==> src/rtl/pingpong_rd_drain.sv <==
// pingpong_rd_drain: drains ping-pong banks 0,1,0,... into a valid/ready byte stream; PP_RD_CHKSUM_EN appends a per-bank sum byte
module pingpong_rd_drain #(
  parameter int DEPTH = 3,
  parameter int ADDR_W = 3
) (
  input  logic              clk,
  input  logic              rst,
  input  logic [1:0]        bank_full,
  output logic [1:0]        bank_rel,
  output logic              rd_en,
  output logic [ADDR_W-1:0] rd_addr,
  input  logic [7:0]        rd_dat,
  output logic              m_valid,
  output logic [7:0]        m_data,
  output logic              m_last,
  input  logic              m_ready,
  output logic              busy
);
`ifdef PP_RD_CHKSUM_EN
  typedef enum logic [2:0] {IDLE, ISSUE, WAIT, OUT, REL, CSUM} state_t;
`else
  typedef enum logic [2:0] {IDLE, ISSUE, WAIT, OUT, REL} state_t;
`endif
  localparam logic [ADDR_W-1:0] last_idx = ADDR_W'(DEPTH - 1);
  localparam logic [ADDR_W-1:0] base = ADDR_W'(DEPTH);
  state_t state, next;
  logic cur_bank;
  logic [ADDR_W-1:0] idx;
  logic [7:0] data;
  logic accept, at_end;
`ifdef PP_RD_CHKSUM_EN
  logic [7:0] sum;
`endif
  assign accept = m_valid && m_ready;
  assign at_end = idx == last_idx;
  always_comb begin
    next = state;
    case (state)
      IDLE: next = bank_full[cur_bank] ? ISSUE : IDLE;
      ISSUE: next = WAIT;
      WAIT: next = OUT;
`ifdef PP_RD_CHKSUM_EN
      OUT: next = !accept ? OUT : at_end ? CSUM : ISSUE;
      CSUM: next = accept ? REL : CSUM;
`else
      OUT: next = !accept ? OUT : at_end ? REL : ISSUE;
`endif
      default: next = IDLE;
    endcase
  end
  always_ff @(posedge clk) begin
    if (rst) begin
      state <= IDLE;
      cur_bank <= 1'b0;
      idx <= '0;
      data <= '0;
`ifdef PP_RD_CHKSUM_EN
      sum <= '0;
`endif
    end else begin
      state <= next;
      if (state == OUT && accept && !at_end) idx <= idx + ADDR_W'(1);
      if (state == REL) begin
        cur_bank <= ~cur_bank;
        idx <= '0;
      end
      if (state == WAIT) data <= rd_dat;
`ifdef PP_RD_CHKSUM_EN
      if (state == IDLE) sum <= '0;
      if (state == WAIT) sum <= sum + rd_dat;
      if (state == OUT && accept && at_end) data <= sum;
`endif
    end
  end
  assign rd_en = state == ISSUE;
  assign rd_addr = rd_en ? (cur_bank ? base : '0) + idx : '0;
  assign bank_rel = {state == REL && cur_bank, state == REL && !cur_bank};
  assign m_data = data;
  assign busy = state != IDLE;
`ifdef PP_RD_CHKSUM_EN
  assign m_valid = state == OUT || state == CSUM;
  assign m_last = state == CSUM;
`else
  assign m_valid = state == OUT;
  assign m_last = state == OUT && at_end;
`endif
endmodule

==> config.mk <==
export PLATFORM = sky130hd
export DESIGN_NAME = pingpong_rd_drain
export DESIGN_NICKNAME = d
export VERILOG_FILES = /design/src/rtl/pingpong_rd_drain.sv
export SDC_FILE = /design/constraint.sdc
export NUM_CORES = 1
export LEC_CHECK = 0
export ABC_AREA = 1
export CORE_ASPECT_RATIO = 0.75
export CORE_MARGIN = 2
export CORE_UTILIZATION = 37
export CTS_CLUSTER_DIAMETER = 40
export DETAILED_ROUTE_END_ITERATION = 12
export GPL_TIMING_DRIVEN = 0
export PLACE_DENSITY = 0.7
export SLEW_MARGIN = 40
export SYNTH_ARGS = -nofsm -noshare
export SYNTH_HDL_FRONTEND = slang
export SYNTH_SLANG_ARGS = --single-unit
==> constraint.sdc <==
create_clock -name clk -period 2.4 [get_ports clk]
set_clock_uncertainty 0.05 [all_clocks]
set_input_delay 0.48 -clock clk [delete_from_list [all_inputs] [get_ports clk]]
set_output_delay 0.48 -clock clk [all_outputs]
set_load 0.02 [all_outputs]
==> results.cfg, run 1 <==
[power_and_ir_drop]
p_int_mw = 0.396
pwr-share-comb_pct = 26.1
power_switching_mw = 0.169
seq_power_share_pct = 48.1
clkPwrFrac_pct = 25.8
netSwitchingFraction_pct = 30.0
leakage_nw = 0.485
powerDensity_nw_per_um2 = 515
vdd_drop_max_mv = 0.460

[floorplan]
dieArea_sq_um = 2430
io_pins = 30
num_rows = 14
die_h_microns = 43.2
die_w_microns = 56.3
initial_core_util_pct = 38.4
core_area_sq_um = 1980

[placement]
place_ws_ns = 0.0275
io_buffers = 29
globalplace.congestion = 0.709
hpwl_microns = 1460
post_dp_cell_area_sq_um = 1080

[min_path]
hold_path_class = register to register
hold_start = m_data[3]$_SDFFE_PP0P_
worstHoldEndpoint = m_data[3]$_SDFFE_PP0P_
min_path_cells = 2

[cells_and_area]
final_common_cell = clkdlybuf4s50_1
antennaDiodeCount = 0
fin_nets = 157
design_area_sq_um = 1100
drive_gt1_share_pct = 7.19
layout_common_cells = 25 x clkdlybuf4s50_1, 22 x nand2_1, 16 x inv_1
fill_cells = 181
area_delta_synth_final_pct = 44.5

[critical_path]
rr_worst_depth = 7
cp-start-kind = register
crit_path_end_kind = output port
timing.rr.start = idx[0]$_SDFFE_PP0P_
crit_required_ns = 1.87
critPathArrivalTime_ns = 1.72
reg2reg_slack_ns = 1.10
critical_path_class = register to output port
path_max_fanout = 10
timing.rr.end = idx[1]$_SDFFE_PP0P_

[global_route]
track_usage_pct = 15.2
grt_pass1_wl_microns = 2840
antenna_found_initial = 0
overflow = 0
grt_max_degree = 11
grt_pass1_vias = 674

[timing]
period_minus_slack_ns = 2.25
fin_setup_tns_ns = 0
tightest_slew_ns = 0.440
whs_ns = 0.416
rsz0062_at_grt = false
fin_crit_sh_pct = 93.8
relSlewSlack_pct = 70.7
hold_viol_final = 0
max_freq_ghz = 0.444
setup-violations-final = 0
slew_violations = 0
worst_slack_ns = 0.148

[clock_network]
path_clk_slew_ns = 0.09
cts_buffers = 3
insertion_delay_ns = 0.28
cts_tree = done
root_buffer = clkbuf_4
cts_resized = 4
cts.hold.buffers_added = 0
postCtsSetupBuffers = 0
cts_max_path_buffers = 2
htree_levels = 1
cts.sinks = 15

[drt]
dr.pass1.iters = 4
ant_nets = 0
drt_iter0_markers = 19
avgRoutedWirePerCell_microns = 11.1
vias = 774
drc = 0
viasPerCell = 4.75
wl_microns = 1810

[synth]
syn-num-nets = 123
synthesis.instances = 106
synth_cell_types = 17
synth-seq-cells = 15
yosysWarnings = 0
netlist_area_sq_um = 759
seq_area_frac_synth_pct = 39.5
syn_avg_cell_area_sq_um = 7.16

[outcome]
outcome = completed

[flow_run]
max_cap_viol_count = 0
[Yosys cell counts]
master    number  area, sq um
clkbuf_1       1         3.75
fa_1           1         20.0
inv_1         16         60.1
nand2_1       22         82.6
o21ai_0        2         10.0
buf_2          1         5.00
ha_1           3         37.5
nand2_2        1         6.26
nor2_1        12         45.0
nand3_1       12         60.1
nor3_1         4         20.0
nor2_4         2         22.5
clkbuf_8       1         13.8
dfxtp_1       15          300
xor2_1         1         8.76
a21oi_1        9         45.0
nand4_1        3         18.8
[layer usage]
| metal | vias up | track usage (%) | share of wire [%] |
|---|---|---|---|
| met5 | - | 0 | 0 |
| met4 | 0 | 4.29 | 1.0 |
| met3 | 2 | 5.79 | 3.7 |
| met2 | 12 | 24.9 | 50 |
| met1 | 357 | 18.8 | 46 |
| li1 | 403 | - | - |
[power groups by stage]
stage               Combinational [mW]  Clock [mW]  Sequential [mW]
global placement                 0.145           0            0.277
finish                           0.148       0.146            0.272
CTS                              0.149       0.151            0.272
floorplan                       0.0703           0            0.288
detailed placement               0.149           0            0.277
global route                     0.160       0.161            0.273
[cell type report]
type / instances / area (sq um) / area share, %
Tap cell: 24 / 30.0 / 2.74
Sequential cell: 15 / 300 / 27.4
Clock buffer: 4 / 26.3 / 2.39
Multi-Input combinational cell: 72 / 377 / 34.3
Inverter: 16 / 60.1 / 5.47
Timing Repair Buffer: 29 / 282 / 25.7
Buffer: 3 / 22.5 / 2.05
[sequential cells by signal, indices dropped and copies added, names as in the netlist]
signal / cells
m_data: 8
idx: 3
cur_bank: 1
state: 3
[worst max-delay path, stage by stage (launching register included)]
cell             delay [ns]
dfxtp_1                0.35
inv_1                  0.08
clkbuf_8               0.16
nor3_1                 0.19
clkdlybuf4s50_1        0.65
[how the worst max path moves through the flow]
| stage | cells after the start | from | to | slack, ns |
|---|---|---|---|---|
| global route | 6 | cur_bank$_SDFFE_PP0N_ | rd_addr[2] | 0.02 |
| CTS | 6 | cur_bank$_SDFFE_PP0N_ | rd_addr[2] | 0.004 |
| floorplan | 5 | state[0]$_SDFF_PP0_ | rd_addr[0] | 0.38 |
| finish | 4 | state[0]$_SDFF_PP0_ | rd_en | 0.15 |
| global placement | 6 | cur_bank$_SDFFE_PP0N_ | rd_addr[2] | 0.08 |
| detailed placement | 6 | cur_bank$_SDFFE_PP0N_ | rd_addr[2] | 0.03 |
[metrics by stage]
step                util [%]  power (mW)  cells
global placement        54.6       0.422    159
global route            55.4       0.594    163
CTS                     55.8       0.571    163
detailed placement      54.6       0.426    159
finish                  55.4       0.565    163
floorplan                  -       0.358    106
[kinds of logic after synthesis]
family | after synthesis | share of synthesized area [%]
compound gates | 11 | 7.25
xor+xnor | 1 | 1.15
fa+ha+maj | 4 | 7.58
buf+inv | 19 | 10.9
flops | 15 | 39.5
simple gates | 56 | 33.6
No activity file was read; power rests on OpenSTA's default activity.
==> run 2: changes to the inputs <==
--- a/config.mk
+++ b/config.mk
@@ -9,7 +9,6 @@
 export CORE_ASPECT_RATIO = 0.75
 export CORE_MARGIN = 2
 export CORE_UTILIZATION = 37
-export CTS_CLUSTER_DIAMETER = 40
 export DETAILED_ROUTE_END_ITERATION = 12
 export GPL_TIMING_DRIVEN = 0
 export PLACE_DENSITY = 0.7
==> constraint.sdc (replaced) <==
create_clock -name clk -period 2.7 [get_ports clk]
set_clock_uncertainty 0.05 [all_clocks]
set_input_delay 0.54 -clock clk [delete_from_list [all_inputs] [get_ports clk]]
set_output_delay 0.54 -clock clk [all_outputs]
set_load 0.02 [all_outputs]
==> run 2 against run 1 <==
  * Register-to-register slack better by 0.30 ns
  * Via count is 0.90% higher
  * Global-route usage stayed put
  * Die area stayed put
  * Worst hold slack stayed put
  * Largest cell class unchanged
  * Largest power group unchanged
  * Highest routed layer unchanged
==> results.cfg, run 2 (synthesis results as in run 1) <==
[critical_path]
timing.rr.start = idx[0]$_SDFFE_PP0P_
crit_required_ns = 2.11
critical_path_class = register to output port
rr_worst_depth = 7
critPathArrivalTime_ns = 1.86
path_max_fanout = 5
timing.rr.end = idx[1]$_SDFFE_PP0P_
cp-start-kind = register
reg2reg_slack_ns = 1.40
crit_path_end_kind = output port

[cells_and_area]
largest_reg_flops = 8
final_common_cell = clkdlybuf4s50_1
area_delta_synth_final_pct = 45.8
layout_common_cells = 27 x clkdlybuf4s50_1, 22 x nand2_1, 16 x inv_1
design_area_sq_um = 1110
drive_gt1_share_pct = 5.76
fill_cells = 179
antennaDiodeCount = 0
fin_nets = 157

[floorplan]
initial_core_util_pct = 38.4
num_rows = 14
die_w_microns = 56.3
io_pins = 30
core_area_sq_um = 1980
die_h_microns = 43.2
dieArea_sq_um = 2430

[global_route]
grt_max_degree = 11
grt_pass1_vias = 674
track_usage_pct = 15.2
overflow = 0
antenna_found_initial = 0
grt_pass1_wl_microns = 2840

[power_and_ir_drop]
seq_power_share_pct = 48.2
pwr-share-comb_pct = 26.2
vdd_drop_max_mv = 0.407
clkPwrFrac_pct = 25.6
power_switching_mw = 0.149
powerDensity_nw_per_um2 = 453
netSwitchingFraction_pct = 29.7
p_int_mw = 0.352
leakage_nw = 0.483

[clock_network]
cts.hold.buffers_added = 0
cts_tree = done
postCtsSetupBuffers = 0
htree_levels = 1
cts_max_path_buffers = 2
insertion_delay_ns = 0.28
root_buffer = clkbuf_4
cts_resized = 1
path_clk_slew_ns = 0.09
cts.sinks = 15
cts_buffers = 3

[drt]
dr.pass1.iters = 4
drc = 0
ant_nets = 0
avgRoutedWirePerCell_microns = 11.0
vias = 781
viasPerCell = 4.79
wl_microns = 1790
drt_iter0_markers = 19

[placement]
post_dp_cell_area_sq_um = 1080
hpwl_microns = 1460
globalplace.congestion = 0.709
io_buffers = 29

[timing]
relSlewSlack_pct = 70.5
fin_setup_tns_ns = 0
rsz0062_at_grt = false
fin_crit_sh_pct = 90.7
tightest_slew_ns = 0.442
setup-violations-final = 0
period_minus_slack_ns = 2.45
max_freq_ghz = 0.408
slew_violations = 0
hold_viol_final = 0

[flow_run]
max_cap_viol_count = 0

[min_path]
min_path_cells = 2
hold_start = m_data[3]$_SDFFE_PP0P_
worstHoldEndpoint = m_data[3]$_SDFFE_PP0P_
hold_path_class = register to register

[outcome]
outcome = completed
## run 2: cell count changes in the layout (fill, tap and decap cells not counted), sizes merged
cell,before,now
clkdlybuf4s50,25,27
clkbuf,8,6
## run 2: power groups by stage
stage / combinational [mW] / sequential [mW] / clock, mW
after floorplan: 0.0624 / 0.256 / 0
after global placement: 0.129 / 0.246 / 0
after detailed placement: 0.132 / 0.247 / 0
after CTS: 0.132 / 0.242 / 0.134
after global routing: 0.143 / 0.243 / 0.143
final: 0.131 / 0.242 / 0.128
## run 2: layer usage
| layer | up-vias | GRT usage, % | wire, microns |
|---|---|---|---|
| li1 | 404 | - | - |
| met1 | 355 | 18.8 | 788 |
| met2 | 20 | 24.9 | 899 |
| met3 | 2 | 5.79 | 85 |
| met4 | 0 | 4.29 | 18 |
| met5 | - | 0 | 0 |
## run 2: area by class of cell
| cell class | instances | area (sq um) | share of cell area (%) |
|---|---|---|---|
| clock buffers | 4 | 26.3 | 2.37 |
| inverters | 16 | 60.1 | 5.42 |
| well taps | 24 | 30.0 | 2.71 |
| flip-flops and latches | 15 | 300 | 27.1 |
| repair buffers | 29 | 292 | 26.3 |
| plain buffers | 3 | 22.5 | 2.03 |
| multi-input cells | 72 | 377 | 34.0 |
## run 2: worst max path at each step
stage                          startpoint    endpoint  slack, ns  cells past startpoint
floorplan             state[0]$_SDFF_PP0_  rd_addr[0]       0.62                      5
global placement    cur_bank$_SDFFE_PP0N_  rd_addr[2]       0.32                      6
detailed placement  cur_bank$_SDFFE_PP0N_  rd_addr[2]       0.27                      6
CTS                 cur_bank$_SDFFE_PP0N_  rd_addr[1]       0.03                      5
global route        cur_bank$_SDFFE_PP0N_  rd_addr[2]       0.10                      6
finish              cur_bank$_SDFFE_PP0N_  rd_addr[2]       0.25                      6
## run 2: per-stage QoR
stage                     utilization (%)  hold slack, ns  instances  worst slack [ns]  power [mW]
after detailed placement             54.6           0.406        159             0.268       0.379
after global placement               54.6           0.399        159             0.316       0.375
final                                55.9           0.416        163             0.250       0.501
after floorplan                         -           0.420        106             0.619       0.318
after CTS                            55.8           0.422        163            0.0318       0.508
after global routing                 55.9           0.444        163             0.105       0.528
## run 2: critical path, stage by stage (launching register included)
cell and delay, ns:
dfxtp_1 0.40, ha_1 0.17, inv_1 0.05, fa_1 0.38, xor2_1 0.15, nor2_1 0.09, dlygate4sd2_1 0.34
